File: src/rtl/fb_div_pkg.sv
// Shared definitions for the fb_seq_div sequential divider:
// FSM state encoding, default operand width and counter sizing.
package fb_div_pkg;

  localparam int DEFAULT_WIDTH = 4;

  typedef enum logic [1:0] {
    S_IDLE = 2'd0,
    S_CALC = 2'd1,
    S_DONE = 2'd2
  } state_e;

  // Plain-vector aliases of the state encoding, used by the FSM register.
  localparam logic [1:0] IDLE = S_IDLE;
  localparam logic [1:0] CALC = S_CALC;
  localparam logic [1:0] DONE = S_DONE;

  // Width of a down-counter that must hold the value w.
  function automatic int cnt_width(input int w);
    return $clog2(w + 1);
  endfunction

endpackage

File: src/rtl/fb_addsub_unit.sv
// N-bit ripple-carry adder/subtractor built from full adders.
// sub=1 inverts b and forces carry-in to 1, so s = a - b and cout=1 means no borrow.
module fb_addsub_unit #(
  parameter int N = 4
) (
  input  logic [N-1:0] a,
  input  logic [N-1:0] b,
  input  logic         sub,
  output logic [N-1:0] s,
  output logic         cout
);

  logic [N:0]   c;
  logic [N-1:0] bx;

  assign bx   = b ^ {N{sub}};
  assign c[0] = sub;

  // One full adder per bit, carry rippling upward.
  for (genvar i = 0; i < N; i++) begin : g_fa
    assign s[i]   = a[i] ^ bx[i] ^ c[i];
    assign c[i+1] = (a[i] & bx[i]) | (c[i] & (a[i] ^ bx[i]));
  end

  assign cout = c[N];

endmodule

File: src/rtl/fb_seq_div.sv
// Multi-cycle restoring divider: one trial subtraction per clock.
// Handshake: start is accepted only in IDLE or DONE; busy is high during the
// WIDTH CALC cycles; done pulses for one cycle when quotient/remainder/div_by_zero
// are updated, and those results hold until the next accepted start.
// Optional build macro FB_DIV_SIGNED_EN selects two's-complement operands.
module fb_seq_div
  import fb_div_pkg::*;
#(
  parameter int WIDTH = DEFAULT_WIDTH
) (
  input  logic             clk,
  input  logic             rst_n,
  input  logic             start,
  input  logic [WIDTH-1:0] dividend,
  input  logic [WIDTH-1:0] divisor,
  output logic             busy,
  output logic             done,
  output logic [WIDTH-1:0] quotient,
  output logic [WIDTH-1:0] remainder,
  output logic             div_by_zero,
  output logic [1:0]       dbg_state
);

  localparam int CW = cnt_width(WIDTH);

  logic [1:0]       state;
  logic [WIDTH:0]   a_reg;
  logic [WIDTH-1:0] q_reg;
  logic [WIDTH-1:0] d_reg;
  logic [CW-1:0]    cnt;

  logic [WIDTH:0]   a_sh;
  logic [WIDTH:0]   trial;
  logic             trial_cout;
  logic [WIDTH:0]   a_step;
  logic [WIDTH-1:0] q_step;

  logic [WIDTH-1:0] dvd_mag;
  logic [WIDTH-1:0] dvs_mag;
  logic [WIDTH-1:0] fin_q;
  logic [WIDTH-1:0] fin_r;

  // Left shift of {A,Q}: the top bit of Q moves into the bottom of A.
  assign a_sh = {a_reg[WIDTH-1:0], q_reg[WIDTH-1]};

  fb_addsub_unit #(.N(WIDTH + 1)) u_trial (
    .a    (a_sh),
    .b    ({1'b0, d_reg}),
    .sub  (1'b1),
    .s    (trial),
    .cout (trial_cout)
  );

  // No borrow: keep the difference and record a 1 quotient bit.
  assign a_step = trial_cout ? trial : a_sh;
  assign q_step = {q_reg[WIDTH-2:0], trial_cout};

`ifdef FB_DIV_SIGNED_EN
  logic             neg_q;
  logic             neg_r;
  logic [WIDTH-1:0] neg0_in;
  logic [WIDTH-1:0] neg1_in;
  logic [WIDTH-1:0] neg0_out;
  logic [WIDTH-1:0] neg1_out;
  logic             neg0_cout_unused;
  logic             neg1_cout_unused;

  // The negators take magnitudes at accept time and sign-correct on the last
  // CALC step; those never coincide, so the inputs are muxed on state.
  assign neg0_in = (state == CALC) ? q_step : dividend;
  assign neg1_in = (state == CALC) ? a_step[WIDTH-1:0] : divisor;

  fb_addsub_unit #(.N(WIDTH)) u_neg0 (
    .a    ('0),
    .b    (neg0_in),
    .sub  (1'b1),
    .s    (neg0_out),
    .cout (neg0_cout_unused)
  );

  fb_addsub_unit #(.N(WIDTH)) u_neg1 (
    .a    ('0),
    .b    (neg1_in),
    .sub  (1'b1),
    .s    (neg1_out),
    .cout (neg1_cout_unused)
  );

  assign dvd_mag = dividend[WIDTH-1] ? neg0_out : dividend;
  assign dvs_mag = divisor[WIDTH-1]  ? neg1_out : divisor;
  assign fin_q   = neg_q ? neg0_out : q_step;
  assign fin_r   = neg_r ? neg1_out : a_step[WIDTH-1:0];

  // Result sign flags captured when a non-zero divide is accepted.
  always_ff @(posedge clk) begin
    if (!rst_n) begin
      neg_q <= 1'b0;
      neg_r <= 1'b0;
    end else if (start && (state != CALC) && (divisor != '0)) begin
      neg_q <= dividend[WIDTH-1] ^ divisor[WIDTH-1];
      neg_r <= dividend[WIDTH-1];
    end
  end
`else
  assign dvd_mag = dividend;
  assign dvs_mag = divisor;
  assign fin_q   = q_step;
  assign fin_r   = a_step[WIDTH-1:0];
`endif

  // Control FSM, iteration datapath and result registers.
  always_ff @(posedge clk) begin
    if (!rst_n) begin
      state       <= IDLE;
      a_reg       <= '0;
      q_reg       <= '0;
      d_reg       <= '0;
      cnt         <= '0;
      quotient    <= '0;
      remainder   <= '0;
      div_by_zero <= 1'b0;
    end else begin
      case (state)
        IDLE, DONE: begin
          state <= IDLE;
          if (start) begin
            if (divisor == '0) begin
              state       <= DONE;
              quotient    <= '1;
              remainder   <= dividend;
              div_by_zero <= 1'b1;
            end else begin
              state <= CALC;
              d_reg <= dvs_mag;
              a_reg <= '0;
              q_reg <= dvd_mag;
              cnt   <= CW'(WIDTH);
            end
          end
        end
        CALC: begin
          a_reg <= a_step;
          q_reg <= q_step;
          cnt   <= cnt - CW'(1);
          if (cnt == CW'(1)) begin
            state       <= DONE;
            quotient    <= fin_q;
            remainder   <= fin_r;
            div_by_zero <= 1'b0;
          end
        end
        default: state <= IDLE;
      endcase
    end
  end

  assign busy      = (state == CALC);
  assign done      = (state == DONE);
  assign dbg_state = state;

endmodule

File: config.mk
export PLATFORM = sky130hd
export DESIGN_NAME = fb_seq_div
export DESIGN_NICKNAME = d
export VERILOG_FILES = /design/src/rtl/fb_div_pkg.sv /design/src/rtl/fb_addsub_unit.sv /design/src/rtl/fb_seq_div.sv
export SDC_FILE = /design/constraint.sdc
export NUM_CORES = 1
export LEC_CHECK = 0
export CAP_MARGIN = 20
export CORE_AREA = 2 2 55 57
export DETAILED_ROUTE_END_ITERATION = 10
export DIE_AREA = 0 0 57 59
export GPL_TIMING_DRIVEN = 0
export MAX_ROUTING_LAYER = met4
export PLACE_DENSITY = 0.72
export REMOVE_ABC_BUFFERS = 1
export SETUP_SLACK_MARGIN = 0.4
export SLEW_MARGIN = 10
export SYNTH_ARGS = -nofsm -noshare
export SYNTH_HDL_FRONTEND = slang
export SYNTH_HIERARCHICAL = 1
export SYNTH_SLANG_ARGS = --single-unit
export TNS_END_PERCENT = 1
File: constraint.sdc
create_clock -name clk -period 3.3 [get_ports clk]
set_input_delay 0.495 -clock clk [delete_from_list [all_inputs] [get_ports clk]]
set_output_delay 0.495 -clock clk [all_outputs]
set_load 0.01 [all_outputs]
==> results.sh, run 1 <==
export IMPL_layout_cells_non_filler=193
export IMPL_cp_end_kind="register"
export IMPL_power_density_nw_per_um2=409.9
export IMPL_core_um2=2710
export IMPL_fp_dieW_um=57
export IMPL_antenna_found_initial=0
export IMPL_port_buffers=23
export IMPL_pin_count=24
export IMPL_die_area_um2=3363
export IMPL_cts_tree="done"
export IMPL_syn2layout_area_growth_pct=15.80
export IMPL_period_minus_slack_ns=2.784
export IMPL_synth_seq_cells=26
export IMPL_yosysSeqAreaShare=0.3866
export IMPL_hold_buffers=0
export IMPL_critical_path_class="register to register"
export IMPL_postRouteAntennaNets=0
export IMPL_initial_utilization=0.4968
export IMPL_status="complete, no violations"
export IMPL_synth_area_leaders="dfxtp_1 39%, fa_1 5.9%, mux2i_1 5.9%"
export IMPL_via_count=1024
export IMPL_gp_congestion=0.8039
export IMPL_wl_per_cell_um=13.64
export IMPL_vdd_drop_max_uv=241.3
export IMPL_yosysWarnings=6
export IMPL_placed_cells=190
export IMPL_maxCapViolations=0
export IMPL_max_clock_path_buffers=2
export IMPL_min_period_over_period=0.8436
export IMPL_drive_gt1_frac=0.09259
export IMPL_cp_max_fo=6
export IMPL_h_tree_depth=1
export IMPL_worstMarginPinSlew_ns=0.7774
export IMPL_ys_flop_type="dfxtp_1"
export IMPL_hpwlAfterDp_um=1960
export IMPL_fin_nets=181
export IMPL_rsz0062_at_grt="yes"
export IMPL_clk_latency_ns=0.32
export IMPL_setup_violations=0
export IMPL_fmax_mhz=359.2
export IMPL_drc=0
export IMPL_grt_pass1_vias=943
export IMPL_cellLeakagePower_nw=0.5911
export IMPL_power_total_mw=0.6390
export IMPL_nFillCells=254
export IMPL_grt_pass1_wl_um=4278
export IMPL_place_ws_ns=0.5374
export IMPL_drt_iter0_drc=48
export IMPL_cts_sinks=26
export IMPL_cts_inserted_buffers=3
export IMPL_synth_edf_count=0
export IMPL_die_h_um=59
export IMPL_totalWireLength_um=2632
export IMPL_fin_ws_ns=0.5161
export IMPL_n_antenna_cell=0
export IMPL_finalHoldViolations=0
export IMPL_fp_row_count=19
export IMPL_syn_inst=147
export IMPL_cp_arrival_ns=2.99
export IMPL_hold_class="register to register"
export IMPL_start_kind="register"
export IMPL_synth_top_cell_area_share=0.3866
export IMPL_synth_cell_types=34
export IMPL_final_max_slew_violation_count=0
export IMPL_grt_max_degree=23
export IMPL_grt_ovfl_total=0
export IMPL_clk_transition_reported_paths_ns=0.13
export IMPL_fin_setup_tns_ns=0
export IMPL_skew_ns=0.005368
export IMPL_grt_util_all_layers=0.1714
export IMPL_clockRootBuffer="clkbuf_4"
export IMPL_max_slew_margin=0.4818
export IMPL_synth_area_per_cell_um2=9.158
export IMPL_synth_area_um2=1346
export IMPL_cp_required_ns=3.51
export IMPL_firstDrtPassIters=4
export IMPL_async_reset_ff_frac=0
export IMPL_via_per_inst=5.306
export IMPL_synth_largest_area_cell="dfxtp_1"
## Yosys cell counts, types with 2 or more instances
| master | n |
|---|---|
| ha_1 | 2 |
| clkbuf_1 | 5 |
| nand2b_1 | 2 |
| nor2_1 | 17 |
| a21oi_2 | 2 |
| o21ai_0 | 9 |
| inv_1 | 12 |
| buf_6 | 2 |
| nand2_1 | 8 |
| xnor2_1 | 2 |
| nor2b_1 | 3 |
| mux2i_1 | 8 |
| o211ai_1 | 4 |
| nand3_1 | 4 |
| a21oi_1 | 6 |
| a22oi_1 | 3 |
| a31oi_1 | 6 |
| fa_1 | 4 |
| clkbuf_4 | 2 |
| xor2_1 | 4 |
| conb_1 | 2 |
| o221a_2 | 3 |
| dfxtp_1 | 26 |
## power by group
part / internal (mW) / switching (mW) / leakage (nW) / total [mW]
combinational: 0.0708 / 0.0790 / 0.364 / 0.150
sequential: 0.337 / 0.0187 / 0.213 / 0.355
clock: 0.0428 / 0.0910 / 0.0138 / 0.134
## final cells by class
cell class | instances | area (um2) | area share
multi-input cells | 98 | 701.9 | 0.4502
flip-flops and latches | 26 | 520.5 | 0.3339
repair buffers | 23 | 230.2 | 0.1477
inverters | 12 | 45.04 | 0.02889
well taps | 31 | 38.79 | 0.02488
clock buffers | 3 | 22.52 | 0.01445
## critical path, stage by stage, from the launching register on
cell     delay, ns
dfxtp_1       0.41
mux2_2        0.36
fa_1          0.35
inv_1         0.08
fa_1          0.20
fa_1          0.17
inv_1         0.05
fa_1          0.50
mux2i_1       0.27
nor2_1        0.07
a31oi_1       0.15
nor2_1        0.06
## worst paths after layout
path | startpoint | endpoint | slack (ns) | cells after the start
setup reg to reg | d_reg[0] | a_reg[3] | 0.52 | 11
setup / recovery | d_reg[0] | a_reg[3] | 0.52 | 11
hold / removal | quotient[0] | quotient[0] | 0.46 | 2
hold reg to reg | quotient[0] | quotient[0] | 0.46 | 2
## stage by stage
stage               hold WS [ns]  utilization  cell area (um2)
detailed placement        0.4484       0.5660             1534
floorplan                 0.4533            -             1265
global route              0.4919       0.5753             1559
finish                    0.4609       0.5753             1559
CTS                       0.4678       0.5743             1556
global placement          0.4394       0.5660             1534
## logic make-up (layout without fill, tap and decap cells)
family	count (synthesis)	count (layout)	share of synthesized area
AO/OA/AOI/OAI	35	35	0.1757
XOR/XNOR	6	6	0.03903
adder cells (fa/ha/maj)	6	6	0.07807
buffers and inverters	23	38	0.09386
flip-flops	26	26	0.3866
multiplexers	9	9	0.06785
other	2	2	0.005578
AND/OR/NAND/NOR	40	40	0.1533
## layer usage
layer,track usage,wire [um],vias to the layer above
li1,-,-,521
met1,0.2135,1221,482
met2,0.2791,1268,17
met3,0.02838,101,4
met4,0.06977,41,0
met5,-,0,-
## cell usage in the layout, fill, tap and decap left out, drive strengths merged, types with 2 or more instances in the layout
cell type / n
dfxtp: 26
clkdlybuf4s50: 23
nor2: 17
inv: 12
o21ai: 9
nand2: 9
mux2i: 8
a21oi: 8
a31oi: 6
nand3: 5
o211ai: 4
xor2: 4
fa: 4
nor2b: 3
o221a: 3
a22oi: 3
clkbuf: 3
ha: 2
conb: 2
xnor2: 2
nand2b: 2
## repair_timing
| action | CTS | global route |
|---|---|---|
| resized for setup | 0 | 1 |
| setup endpoints to repair | 0 | 8 |
| setup buffers | 0 | 0 |
(Power assumes the default switching activity.)
==> run 2: changes to the inputs <==
- CORE_AREA: 2 2 55 57 -> 2 2 58 60
- DIE_AREA: 0 0 57 59 -> 0 0 60 62
- PLACE_DENSITY: 0.72 -> 0.68
- clock period: 3.3 -> 2.4 ns (I/O delays scaled with it)
==> run 2 against run 1 <==
Final cell count is 8.8% higher; via count is 4.3% higher; non-clock buffer count is 1 higher; sequential share of layout area is 1.7 points lower; the flow now finishes with violations (setup timing); worst hold slack worse by 0.0060 ns; sequential power is 38% higher; critical path depth stayed put; combinational power is 49% higher; routed wire length is 4.7% higher; first-iteration DRC count is 4.2% lower.
==> results.sh, run 2 (same netlist as run 1, synthesis figures left out) <==
export IMPL_min_period_over_period=1.068
export IMPL_crit_chain="mux2_4 > fa_2 > inv_2 > fa_2 > fa_2 > inv_2 > fa_2 > mux2i_2 > nor2_1 > a31oi_1 > nor2_1"
export IMPL_cts_inserted_buffers=3
export IMPL_die_h_um=62
export IMPL_h_tree_depth=1
export IMPL_grt_ovfl_total=0
export IMPL_max_slew_margin=0.6243
export IMPL_rsz0062_at_grt="yes"
export IMPL_setup_violations=8
export IMPL_finalHoldViolations=0
export IMPL_vdd_drop_max_uv=218.4
export IMPL_cellLeakagePower_nw=0.6121
export IMPL_postRouteAntennaNets=0
export IMPL_hpwlAfterDp_um=1965
export IMPL_worstMarginPinSlew_ns=0.5618
export IMPL_hold_class="register to register"
export IMPL_layout_common_cells="23 x clkdlybuf4s50_1, 22 x dfxtp_1, 17 x nor2_1"
export IMPL_max_stage_delay_ns=0.44
export IMPL_via_count=1068
export IMPL_cp_arrival_ns=2.78
export IMPL_drc=0
export IMPL_clockRootBuffer="clkbuf_4"
export IMPL_max_clock_path_buffers=2
export IMPL_grt_util_all_layers=0.1621
export IMPL_start_kind="register"
export IMPL_cp_end_kind="register"
export IMPL_cp_required_ns=2.62
export IMPL_fmax_mhz=390.3
export IMPL_crit_path_top_delay_cell="fa_2"
export IMPL_r2r_start="d_reg[0]"
export IMPL_critical_path_class="register to register"
export IMPL_port_buffers=23
export IMPL_totalWireLength_um=2756
export IMPL_hold_depth=2
export IMPL_status="complete, but fails checks"
export IMPL_grt_max_degree=23
export IMPL_fp_row_count=21
export IMPL_period_minus_slack_ns=2.562
export IMPL_r2r_slack_ns=-0.16
export IMPL_cp_max_fo=6
export IMPL_hold_path_end="quotient[0]"
export IMPL_crit_path_frequent_cell="fa_2"
export IMPL_fin_nets=182
export IMPL_via_per_inst=5.086
export IMPL_wl_per_cell_um=13.12
export IMPL_grt_pass1_vias=927
export IMPL_final_common_cell="clkdlybuf4s50_1"
export IMPL_core_um2=3179
export IMPL_syn2layout_area_growth_pct=23.70
export IMPL_skew_ns=0.009610
export IMPL_fin_setup_tns_ns=-1.096
export IMPL_n_antenna_cell=0
export IMPL_clk_transition_reported_paths_ns=0.14
export IMPL_fin_util=0.5238
export IMPL_firstDrtPassIters=5
export IMPL_final_max_slew_violation_count=0
export IMPL_fp_dieW_um=60
export IMPL_rr_endpoint="a_reg[2]"
export IMPL_fin_ws_ns=-0.1624
export IMPL_finalInstanceArea_um2=1665
export IMPL_gp_congestion=0.7614
export IMPL_r2r_cells=11
export IMPL_min_from="quotient[0]"
export IMPL_cts_tree="done"
export IMPL_drive_gt1_frac=0.2012
export IMPL_maxCapViolations=0
export IMPL_power_density_nw_per_um2=612.7
export IMPL_grt_pass1_wl_um=4278
export IMPL_antenna_found_initial=0
export IMPL_initial_utilization=0.4235
export IMPL_die_area_um2=3720
export IMPL_placed_area_um2=1553
export IMPL_pin_count=24
export IMPL_clk_latency_ns=0.33
export IMPL_drt_iter0_drc=46
export IMPL_cts_sinks=26
export IMPL_failed_checks="setup timing"
[run 2: layout make-up]
| cell class | instances | area, um2 |
|---|---|---|
| sequential | 26 | 528.0 |
| tap | 46 | 57.56 |
| clock buffer | 3 | 22.52 |
| timing repair buffer | 24 | 237.7 |
| fill | 304 | 1514 |
| inverter | 12 | 47.55 |
| clock inverter | 1 | 30.03 |
| multi-input combinational | 98 | 742.0 |
[run 2: worst max-delay path: cells and delay by family, from the launching register on]
kind	cells	cell delay, ns
flip-flops	1	0.36
adder cells (fa/ha/maj)	4	1.15
AND/OR/NAND/NOR	2	0.12
buffers and inverters	2	0.10
AO/OA/AOI/OAI	1	0.15
multiplexers	2	0.56
[run 2: worst max path at each step]
stage                     startpoint            to  slack [ns]  cells past startpoint
final                       d_reg[0]      a_reg[2]       -0.16                     11
after global placement      d_reg[0]  remainder[2]       -0.35                     11
after detailed placement    d_reg[0]  remainder[2]       -0.42                     11
after global routing        d_reg[0]  remainder[2]       -0.26                     11
after floorplan             d_reg[0]      a_reg[0]       -0.13                     11
after CTS                   d_reg[0]      a_reg[2]       -0.19                     11
[run 2: routing by layer]
layer / wire length, um / vias to the layer above / global-route usage
met1: 1225 / 514 / 0.1949
met3: 59 / 6 / 0.01863
met2: 1394 / 22 / 0.2640
met4: 76 / 0 / 0.09206
met5: 0 / - / -
li1: - / 526 / -
[run 2: repair_timing]
| item | CTS | global route |
|---|---|---|
| hold buffers | 0 | 0 |
| endpoints found under the setup margin | 11 | 21 |
| pin swaps | 3 | 2 |
| gates resized for setup | 18 | 5 |
| buffers inserted | 1 | 0 |
[run 2: metrics by stage]
stage                     total power [mW]  setup WS [ns]  cells  hold slack [ns]
after detailed placement            0.7029        -0.4152    205           0.4364
after global routing                 1.076        -0.2614    210           0.5002
after CTS                            1.022        -0.1947    210           0.4564
after global placement              0.6961        -0.3474    205           0.4344
final                                1.020        -0.1624    210           0.4549
after floorplan                     0.6193        -0.1348    136           0.4533
[run 2: where the power goes]
group	switching, mW	internal, mW	leakage, nW
Combinational	0.117	0.107	0.370
Clock	0.137	0.169	0.0279
Sequential	0.0263	0.464	0.214
Total	0.280	0.740	0.612
==> run 3: changes to the inputs <==
- CORE_AREA: 2 2 58 60 -> 10 10 66 68
- DIE_AREA: 0 0 60 62 -> 0 0 76 78
==> run 3 against run 2 <==
The run still ends with setup timing left; clock-buffer cell count unchanged; setup slack worse by 0.033 ns; fmax down 1.3%; clock power about the same; clock skew down 0.0079 ns; critical path depth unchanged; highest routed layer unchanged; sequential cell count unchanged; routed wire length up 11%; power about the same; register-to-register slack worse by 0.03 ns; sequential power about the same; die area up 59%.
==> results.sh, run 3 (same netlist as run 1, synthesis figures left out) <==
export IMPL_initial_utilization=0.4235
export IMPL_via_per_inst=5.081
export IMPL_max_clock_path_buffers=2
export IMPL_failed_checks="setup timing"
export IMPL_wl_met2_um=1533
export IMPL_skew_ns=0.001730
export IMPL_critical_path_class="register to register"
export IMPL_antenna_found_initial=0
export IMPL_grt_max_degree=23
export IMPL_fin_util=0.5234
export IMPL_crit_path_top_delay_cell="fa_2"
export IMPL_drc=0
export IMPL_place_ws_ns=-0.4253
export IMPL_p_seq_frac=0.482
export IMPL_pin_count=24
export IMPL_worstMarginPinSlew_ns=0.5918
export IMPL_fin_ws_ns=-0.1958
export IMPL_p_clk_frac=0.297
export IMPL_grt_pass1_wl_um=5099
export IMPL_p_switching_mw=0.2819
export IMPL_via_count=1067
export IMPL_period_minus_slack_ns=2.596
export IMPL_grt_pass1_vias=1080
export IMPL_cp_end_kind="register"
export IMPL_fp_dieW_um=76
export IMPL_cp_required_ns=2.61
export IMPL_intPower_mw=0.7387
export IMPL_crit_chain="mux2_4 > fa_2 > inv_2 > fa_2 > fa_2 > inv_2 > fa_2 > mux2i_2 > nor2_1 > a31oi_1 > nor2_1"
export IMPL_core_um2=3179
export IMPL_drt_iter0_drc=75
export IMPL_totalWireLength_um=3054
export IMPL_clockRootBuffer="clkbuf_4"
export IMPL_postRouteAntennaNets=0
export IMPL_grt_util_all_layers=0.1037
export IMPL_cellLeakagePower_nw=0.6095
export IMPL_port_buffers=23
export IMPL_start_kind="register"
export IMPL_clk_transition_reported_paths_ns=0.15
export IMPL_gp_congestion=0.7629
export IMPL_crit_path_frequent_cell="fa_2"
export IMPL_cts_inserted_buffers=3
export IMPL_final_max_slew_violation_count=0
export IMPL_vdd_drop_max_uv=214.6
export IMPL_max_stage_delay_ns=0.43
export IMPL_setup_violations=9
export IMPL_die_area_um2=5928
export IMPL_drive_gt1_frac=0.2073
export IMPL_cts_sinks=26
export IMPL_syn2layout_area_growth_pct=23.61
export IMPL_cp_arrival_ns=2.81
export IMPL_power_total_mw=1.021
export IMPL_layout_common_cells="22 x clkdlybuf4s50_1, 21 x dfxtp_1, 17 x nor2_1"
export IMPL_final_common_cell="clkdlybuf4s50_1"
export IMPL_cp_max_fo=6
export IMPL_pwr_share_comb=0.221
export IMPL_swShare=0.2762
export IMPL_rsz0062_at_grt="yes"
export IMPL_hold_class="register to register"
export IMPL_hpwlAfterDp_um=2235
export IMPL_wl_met3_um=141
export IMPL_clk_latency_ns=0.32
export IMPL_grt_ovfl_total=0
export IMPL_die_h_um=78
export IMPL_fmax_mhz=385.2
export IMPL_wl_per_cell_um=14.54
export IMPL_fin_nets=182
export IMPL_highest_layer="met4"
export IMPL_max_slew_margin=0.6042
export IMPL_status="complete, but fails checks"
export IMPL_fp_row_count=21
export IMPL_h_tree_depth=1
export IMPL_finalHoldViolations=0
export IMPL_cts_tree="done"
export IMPL_n_antenna_cell=0
export IMPL_min_period_over_period=1.082
export IMPL_maxCapViolations=0
export IMPL_power_density_nw_per_um2=613.3
export IMPL_m1WireLength_um=1323
export IMPL_firstDrtPassIters=4
run 3: per-layer routing:
layer / vias up / GRT usage
met3: 4 / 0.01728
met1: 501 / 0.1155
met4: 0 / 0.04356
met5: - / -
met2: 37 / 0.1794
li1: 525 / -
run 3: stage by stage:
step | area [um2] | TNS [ns] | hold WS, ns | cells
global route | 1664 | -2.404 | 0.4874 | 210
CTS | 1663 | -1.766 | 0.4695 | 210
floorplan | 1265 | -1.068 | 0.4533 | 136
global placement | 1553 | -2.647 | 0.4370 | 205
finish | 1664 | -1.461 | 0.4646 | 210
detailed placement | 1553 | -3.458 | 0.4495 | 205
run 3: power groups by stage:
stage	Combinational [mW]	Sequential [mW]	Clock, mW
after floorplan	0.122	0.498	0
after global placement	0.202	0.496	0
after detailed placement	0.209	0.498	0
after CTS	0.224	0.492	0.304
after global routing	0.248	0.496	0.324
final	0.225	0.492	0.303
run 3: timing repair:
item / 4_1_cts / 5_1_grt
setup endpoints to repair: 15 / 11
setup buffers: 1 / 0
gates resized for setup: 21 / 3
hold buffers: 0 / 0
cloned: 0 / 0
pin swaps: 3 / 3
run 3: path summary, 6_finish.rpt:
check	endpoint	from	depth (start not counted)	slack, ns
worst max-delay path	a_reg[1]	d_reg[0]	11	-0.20
worst min-delay path	quotient[0]	quotient[0]	2	0.46
worst max register to register	a_reg[1]	d_reg[0]	11	-0.20
worst min register to register	quotient[0]	quotient[0]	2	0.46
run 3: area by class of cell:
class	count	area, um2
fillers	300	1515
multi-input cells	98	742.0
flip-flops and latches	26	526.8
repair buffers	24	236.5
well taps	46	57.56
inverters	12	48.80
clock inverters	1	30.03
clock buffers	3	22.52
run 3: worst max-delay path, delay by kind of cell (launching register included):
| family | cells | cell delay [ns] |
|---|---|---|
| AO/OA/AOI/OAI | 1 | 0.15 |
| adder cells (fa/ha/maj) | 4 | 1.16 |
| buffers and inverters | 2 | 0.11 |
| flip-flops | 1 | 0.37 |
| multiplexers | 2 | 0.57 |
| AND/OR/NAND/NOR | 2 | 0.12 |
